File: src/rtl/sprite_store_if.sv
// Load-side handshake between the bitmap source and the sprite store.
// The source streams pixels on valid/ready; the store pulses load_done on swap.
interface sprite_store_if #(
  parameter int COLR_BITS = 4
);
  logic                 load_start;
  logic                 load_abort;
  logic                 load_valid;
  logic [COLR_BITS-1:0] load_data;
  logic                 load_ready;
  logic                 load_done;

  modport master (
    output load_start, load_abort, load_valid, load_data,
    input  load_ready, load_done
  );

  modport slave (
    input  load_start, load_abort, load_valid, load_data,
    output load_ready, load_done
  );
endinterface

File: src/rtl/sprite_store.sv
// Double-buffered sprite bitmap: renderer reads the front bank with one cycle
// latency while a new bitmap streams into the back bank; banks swap at frame end.
module sprite_store #(
  parameter int WIDTH     = 8,
  parameter int HEIGHT    = 8,
  parameter int COLR_BITS = 4,
  parameter int ADDRW     = 6
) (
  input  logic                 clk,
  input  logic                 rst_n,
  input  logic [ADDRW-1:0]     pos,
  output logic [COLR_BITS-1:0] data_out,
  sprite_store_if.slave        ld,
  input  logic                 frame_end,
  output logic                 busy,
  output logic                 bank
);
  localparam int             NPIX = WIDTH * HEIGHT;
  localparam int             AW   = $clog2(NPIX);
  localparam logic [ADDRW:0] NPIX_W = (ADDRW+1)'(NPIX);
  localparam logic [ADDRW-1:0] LAST = ADDRW'(NPIX - 1);

  typedef enum logic [1:0] {IDLE, LOAD, WAIT_SWAP} state_t;

  state_t               state_q, state_d;
  logic [ADDRW-1:0]     waddr;
  logic                 wr_en, swap, start;
  logic                 done_q;
  logic [COLR_BITS-1:0] mem [2*NPIX];
  logic [AW:0]          rd_idx, wr_idx;
  logic                 pos_oob;

  assign ld.load_ready = (state_q == LOAD);
  assign ld.load_done  = done_q;
  assign busy          = (state_q != IDLE);

  always_ff @(posedge clk or negedge rst_n) begin
    if (!rst_n) state_q <= IDLE;
    else        state_q <= state_d;
  end

  // Abort outranks both a same-cycle write and a same-cycle frame_end.
  always_comb begin
    state_d = state_q;
    wr_en   = 1'b0;
    swap    = 1'b0;
    start   = 1'b0;
    case (state_q)
      IDLE: begin
        if (ld.load_start) begin
          state_d = LOAD;
          start   = 1'b1;
        end
      end
      LOAD: begin
        if (ld.load_abort) begin
          state_d = IDLE;
        end else if (ld.load_valid) begin
          wr_en = 1'b1;
          if (waddr == LAST) state_d = WAIT_SWAP;
        end
      end
      WAIT_SWAP: begin
        if (ld.load_abort) begin
          state_d = IDLE;
        end else if (frame_end) begin
          state_d = IDLE;
          swap    = 1'b1;
        end
      end
      default: state_d = IDLE;
    endcase
  end

  always_ff @(posedge clk or negedge rst_n) begin
    if (!rst_n) begin
      bank   <= 1'b0;
      waddr  <= '0;
      done_q <= 1'b0;
    end else begin
      done_q <= swap;
      if (swap)  bank <= ~bank;
      if (start) waddr <= '0;
      else if (wr_en) waddr <= waddr + 1'b1;
    end
  end

  assign wr_idx  = {~bank, waddr[AW-1:0]};
  assign rd_idx  = {bank, pos[AW-1:0]};
  assign pos_oob = ({1'b0, pos} >= NPIX_W);

  // Back-bank writes never alias the front bank, so reads see only old data.
  always_ff @(posedge clk) begin
    if (wr_en) mem[wr_idx] <= ld.load_data;
  end

  always_ff @(posedge clk or negedge rst_n) begin
    if (!rst_n)       data_out <= '0;
    else if (pos_oob) data_out <= '0;
    else              data_out <= mem[rd_idx];
  end
endmodule

File: src/flat_wrapper.sv
// flat-port wrapper written by rule: the top's interface ports become plain ports
module sprite_store_flat 
#(
  parameter int WIDTH     = 8,
  parameter int HEIGHT    = 8,
  parameter int COLR_BITS = 4,
  parameter int ADDRW     = 6
)
  (clk, rst_n, pos, data_out, frame_end, busy, bank, ld_load_start, ld_load_abort, ld_load_valid, ld_load_data, ld_load_ready, ld_load_done);
  sprite_store_if #(.COLR_BITS(COLR_BITS)) ld_i ();
  input  logic clk;
  input  logic rst_n;
  input  logic [ADDRW-1:0] pos;
  output logic [COLR_BITS-1:0] data_out;
  input  logic frame_end;
  output logic busy;
  output logic bank;
  input wire logic [$bits(ld_i.load_start)-1:0] ld_load_start;
  input wire logic [$bits(ld_i.load_abort)-1:0] ld_load_abort;
  input wire logic [$bits(ld_i.load_valid)-1:0] ld_load_valid;
  input wire logic [$bits(ld_i.load_data)-1:0] ld_load_data;
  output wire logic [$bits(ld_i.load_ready)-1:0] ld_load_ready;
  output wire logic [$bits(ld_i.load_done)-1:0] ld_load_done;
  assign ld_i.load_start = ld_load_start;
  assign ld_i.load_abort = ld_load_abort;
  assign ld_i.load_valid = ld_load_valid;
  assign ld_i.load_data = ld_load_data;
  assign ld_load_ready = ld_i.load_ready;
  assign ld_load_done = ld_i.load_done;
  sprite_store #(.WIDTH(WIDTH), .HEIGHT(HEIGHT), .COLR_BITS(COLR_BITS), .ADDRW(ADDRW)) u_core (.clk(clk), .rst_n(rst_n), .pos(pos), .data_out(data_out), .ld(ld_i), .frame_end(frame_end), .busy(busy), .bank(bank));
endmodule
File: config.mk
export PLATFORM = sky130hd
export DESIGN_NAME = sprite_store_flat
export DESIGN_NICKNAME = d
export VERILOG_FILES = /design/src/rtl/sprite_store_if.sv /design/src/rtl/sprite_store.sv /design/src/flat_wrapper.sv
export SDC_FILE = /design/constraint.sdc
export NUM_CORES = 1
export LEC_CHECK = 0
export BUFFER_PORTS_ARGS = -buffer_cell sky130_fd_sc_hd__buf_4
export CAP_MARGIN = 40
export CORE_UTILIZATION = 55
export CTS_CLUSTER_DIAMETER = 200
export DETAILED_ROUTE_END_ITERATION = 8
export PLACE_DENSITY = 0.7
export REMOVE_ABC_BUFFERS = 1
export SYNTH_ARGS = -nofsm -noshare
export SYNTH_HDL_FRONTEND = slang
export SYNTH_SLANG_ARGS = --single-unit
export TNS_END_PERCENT = 20
File: constraint.sdc
create_clock -name clk -period 2.3 [get_ports clk]
set_input_delay 0 -clock clk [delete_from_list [all_inputs] [get_ports clk]]
set_output_delay 0 -clock clk [all_outputs]
set_load 0.005 [all_outputs]
* After elaboration in Yosys (flattened, before gate mapping)
Memories as Yosys holds them, arrays and structs flattened. A register that Yosys moved wholly into a read port is not among the register bits.
Index checks and enable logic that the tools add are counted.
** Storage, ports and cells
- Register bits :: 10
- Bits in writable memories :: 512
- Output and inout port bits :: 8
- Memories :: 1
** Memory list
- u_core.mem :: words 128, bits a word 4, rd ports 1, clocked after memory_dff 1, write ports 1, RTL line sprite_store.sv:29 : logic [COLR_BITS-1:0] mem [2*NPIX];
** Operators by class
- Add/sub/neg operators :: 1
- Eq/ne operators :: 7
- Multiplexer cells :: 19
- Bitwise operators :: 1
- Reductions and logical operators :: 5
** Operators by type and width (number)
- $mux W2 :: 6
- $mux W6 :: 2
- $mux W1 :: 10
- $add A6 B1 Y6 const B :: 1
- $eq A6 B6 Y1 const B :: 1
- $ne A3 B3 Y1 const B :: 2
- $pmux W2 S3 :: 1
- $reduce_and A4 Y1 :: 1
- $reduce_bool A2 Y1 :: 2
- $ne A3 B2 Y1 const B :: 1
- $eq A2 B1 Y1 const B :: 1
- $eq A2 B2 Y1 const B :: 1
- $logic_not A2 Y1 :: 1
- $ne A2 B2 Y1 const B :: 1
- $logic_not A1 Y1 :: 1
- $not A1 Y1 :: 1

* Longest topological paths before layout
- Depth in word-level cells :: 5
- Mapped depth :: 6
- Gate-level depth less buffers :: 5

* Worst setup path before layout
No wires, ideal clock.
- Path type :: input to register
- Start :: input port pos[2]
- End :: register u_core.data_out[0] (read register of u_core.mem)
- Library setup time :: 0.125 ns
- Arrival :: 2.178 ns
- Path slack :: -0.003 ns
- Stages on the path :: 6
- Path buffers :: 2
- Path through :: clkbuf_1 -> buf_1 -> mux4_2 -> mux4_2 -> mux4_2 -> mux2_2
** RTL lines
- start: declaration :: RTL line flat_wrapper.sv:13 : input logic [ADDRW-1:0] pos;
- end: declaration :: RTL line sprite_store.sv:12 : output logic [COLR_BITS-1:0] data_out,

==> results_dict.tcl <==
set metrics [dict create \
    worstPathMaxFanout 1 \
    antenna_found_initial 1 \
    ioPinCount 24 \
    finalSetupViolations 4 \
    vias 9969 \
    crit_buf_inv 0 \
    final_common_cell "edfxtp_1" \
    fin_crit_ps 2396 \
    synth-async-reset-ratio_pct 2.662 \
    fill_cells 2371 \
    synth_area_leaders "edfxtp_1 75%, mux4_2 18%, nor2_1 2.6%" \
    synth_ff_type "edfxtp_1" \
    place_ws_ps -308.3 \
    drtIter0Drc 1228 \
    die_height_um 195.6 \
    synth_seq_area_share_pct 76.26 \
    drv_slew 0 \
    num_antenna_cells 0 \
    dp_hpwl_mm 28.40 \
    vdd_drop_max_v 0.0005258 \
    leakage_nw 7.722 \
    hold_class "in -> reg" \
    wl_mm 43.73 \
    stdcell_area_um2 24050 \
    status "finished, violations left" \
    arrival_ps 2850 \
    hold_viol 0 \
    utilization_pct 65.39 \
    yosysWarnings 0 \
    netlist.area_leader.share_pct 74.56 \
    crit_chain "mux4_2 -> mux4_2 -> mux4_2 -> mux2_2" \
    critPathRequiredTime_ps 2750 \
    synth-edff-count 512 \
    hold_slack_ps 42.56 \
    areaGrowthSynthToFinish_pct 16.66 \
    finalSetupTns_ps -200.1 \
    critPathSlowestCell "mux4_2" \
    end_kind "register" \
    cts_setup_buffers 0 \
    via_per_inst 6.173 \
    grt_max_degree 107 \
    rsz0062_at_grt "yes" \
    slew_headroom_pct 49.80 \
    cts_tree "built" \
    die_width_um 195.6 \
    critPathMaxStageDelay_ps 540 \
    worst_path_most_repeated_cell "mux4_2" \
    grt_pass1_vias 10240 \
    fmax_mhz 417.3 \
    grt_first_pass_wirelength_mm 65.49 \
    place.gp.congestion 0.8211 \
    fin_worst_skew_ps 9.880 \
    place_area_um2 22320 \
    syn_inst 944 \
    max-clock-path-buffers 3 \
    die_area_um2 38270 \
    fin_nets 1124 \
    insertion_delay_ps 570 \
    rows 70 \
    cp-start-kind "register" \
    cts_made_buffers 51 \
    maxCapViolCount 0 \
    start_util_pct 56.05 \
    clkTransAtPathRegs_ps 60 \
    cts_root_buffer "clkbuf_16" \
    htree_levels 2 \
    ys_types 23 \
    violations "negative setup slack" \
    min_period_over_period_pct 104.2 \
    synth_top_area_cell "edfxtp_1" \
    powerDensity_nw_per_um2 812.7 \
    layout_common_cells "512 x edfxtp_1, 168 x mux4_2, 135 x nor2_1, 133 x buf_4, 53 x clkbuf_16" \
    fin_ws_ps -96.33 \
    synth_area_um2 20620 \
    crit_family "multiplexers" \
    grt_use_total_pct 23.73 \
    drive_gt1_share_pct 34.70 \
    cts_sinks 526 \
    io_buffers 23 \
    avgSynthCellArea_um2 21.84 \
    grt-ovfl-total 0 \
    worst_slew_pin_slew_ps 750.6 \
    path_class "reg -> reg" \
    drc 0 \
    yosys_register_bits 526 \
    dr.pass1.iters 5 \
    coreArea_um2 36790 \
    detail_route.wl_per_cell_um 27.08 \
    ant_nets 0 \
]
## cells in the mapped netlist, types with 2 or more instances
master	instances
mux2_2	4
buf_2	11
xor2_1	5
clkbuf_1	28
and2_1	2
buf_4	3
buf_1	9
nor2b_1	8
nor2_1	141
dfrtp_1	14
nand3_1	10
nor4bb_1	2
mux4_2	168
nand2_1	15
nand4_1	4
or2_2	2
edfxtp_1	512
## path summary, 6_finish.rpt
path                                      end  slack [ps]  cells after the start               from
min                         u_core.state_q[0]          40                      5      ld_load_valid
max reg2reg                u_core.data_out[0]        -100                      4  u_core.mem[22][0]
min reg2reg                   u_core.waddr[1]         660                      2    u_core.waddr[1]
max                        u_core.data_out[0]        -100                      4  u_core.mem[22][0]
max in group asynchronous         u_core.bank        1210                      3              rst_n
min in group asynchronous     u_core.waddr[4]         610                      3              rst_n
## stage by stage
stage	instances	power (mW)
4_1_cts	1615	19.67
6_report	1615	19.55
2_1_floorplan	893	11.15
5_1_grt	1615	20.06
3_3_place_gp	1511	11.72
3_5_place_dp	1511	11.74
## state kept, by name, summed over array words and instances, names as in the netlist
signal               cells
u_core.bank              1
u_core.ld.load_done      1
u_core.data_out          4
u_core.waddr             6
u_core.mem             512
u_core.state_q           2
## worst min-delay path, stage by stage
cell,delay [ps]
buf_4,120
nand4_1,80
nor2_1,80
nor3b_1,170
or2_2,120
## cell families after synthesis
| group | after synthesis | share of synthesized area, % |
|---|---|---|
| AO/OA/AOI/OAI | 1 | 0.03642 |
| XOR/XNOR | 6 | 0.2549 |
| adder cells (fa/ha/maj) | 1 | 0.06067 |
| buffers and inverters | 52 | 1.068 |
| flip-flops | 526 | 76.26 |
| multiplexers | 173 | 18.62 |
| AND/OR/NAND/NOR | 185 | 3.701 |
## cell type report
cell class	instances	area, µm²	area share (%)
flip-flops and latches	526	15730	65.37
multi-input cells	366	4702	19.55
well taps	468	585.6	2.434
clock buffers	69	1386	5.763
inverters	1	3.754	0.01560
repair buffers	161	1443	5.997
clock inverters	24	209.0	0.8687
## layer usage
metal	share of wire (%)	global-route usage (%)	up-vias
met5	0.030	0	-
met2	49	37.45	423
met4	2.5	7.203	2
met1	40	33.98	5233
li1	-	-	4230
met3	8.5	4.853	81
## timing repair
action,in CTS,in global routing
gates cloned,0,0
resized for setup,0,9
setup endpoints to repair,4,260
hold endpoints to repair,138,0
hold buffers,11,0
## where the power goes
part	total, mW	switching, mW	internal, mW
sequential	10.6	0.0326	10.5
combinational	0.978	0.513	0.466
clock	8.00	3.35	4.65
total	19.5	3.90	15.7
(Power assumes the default switching activity.)
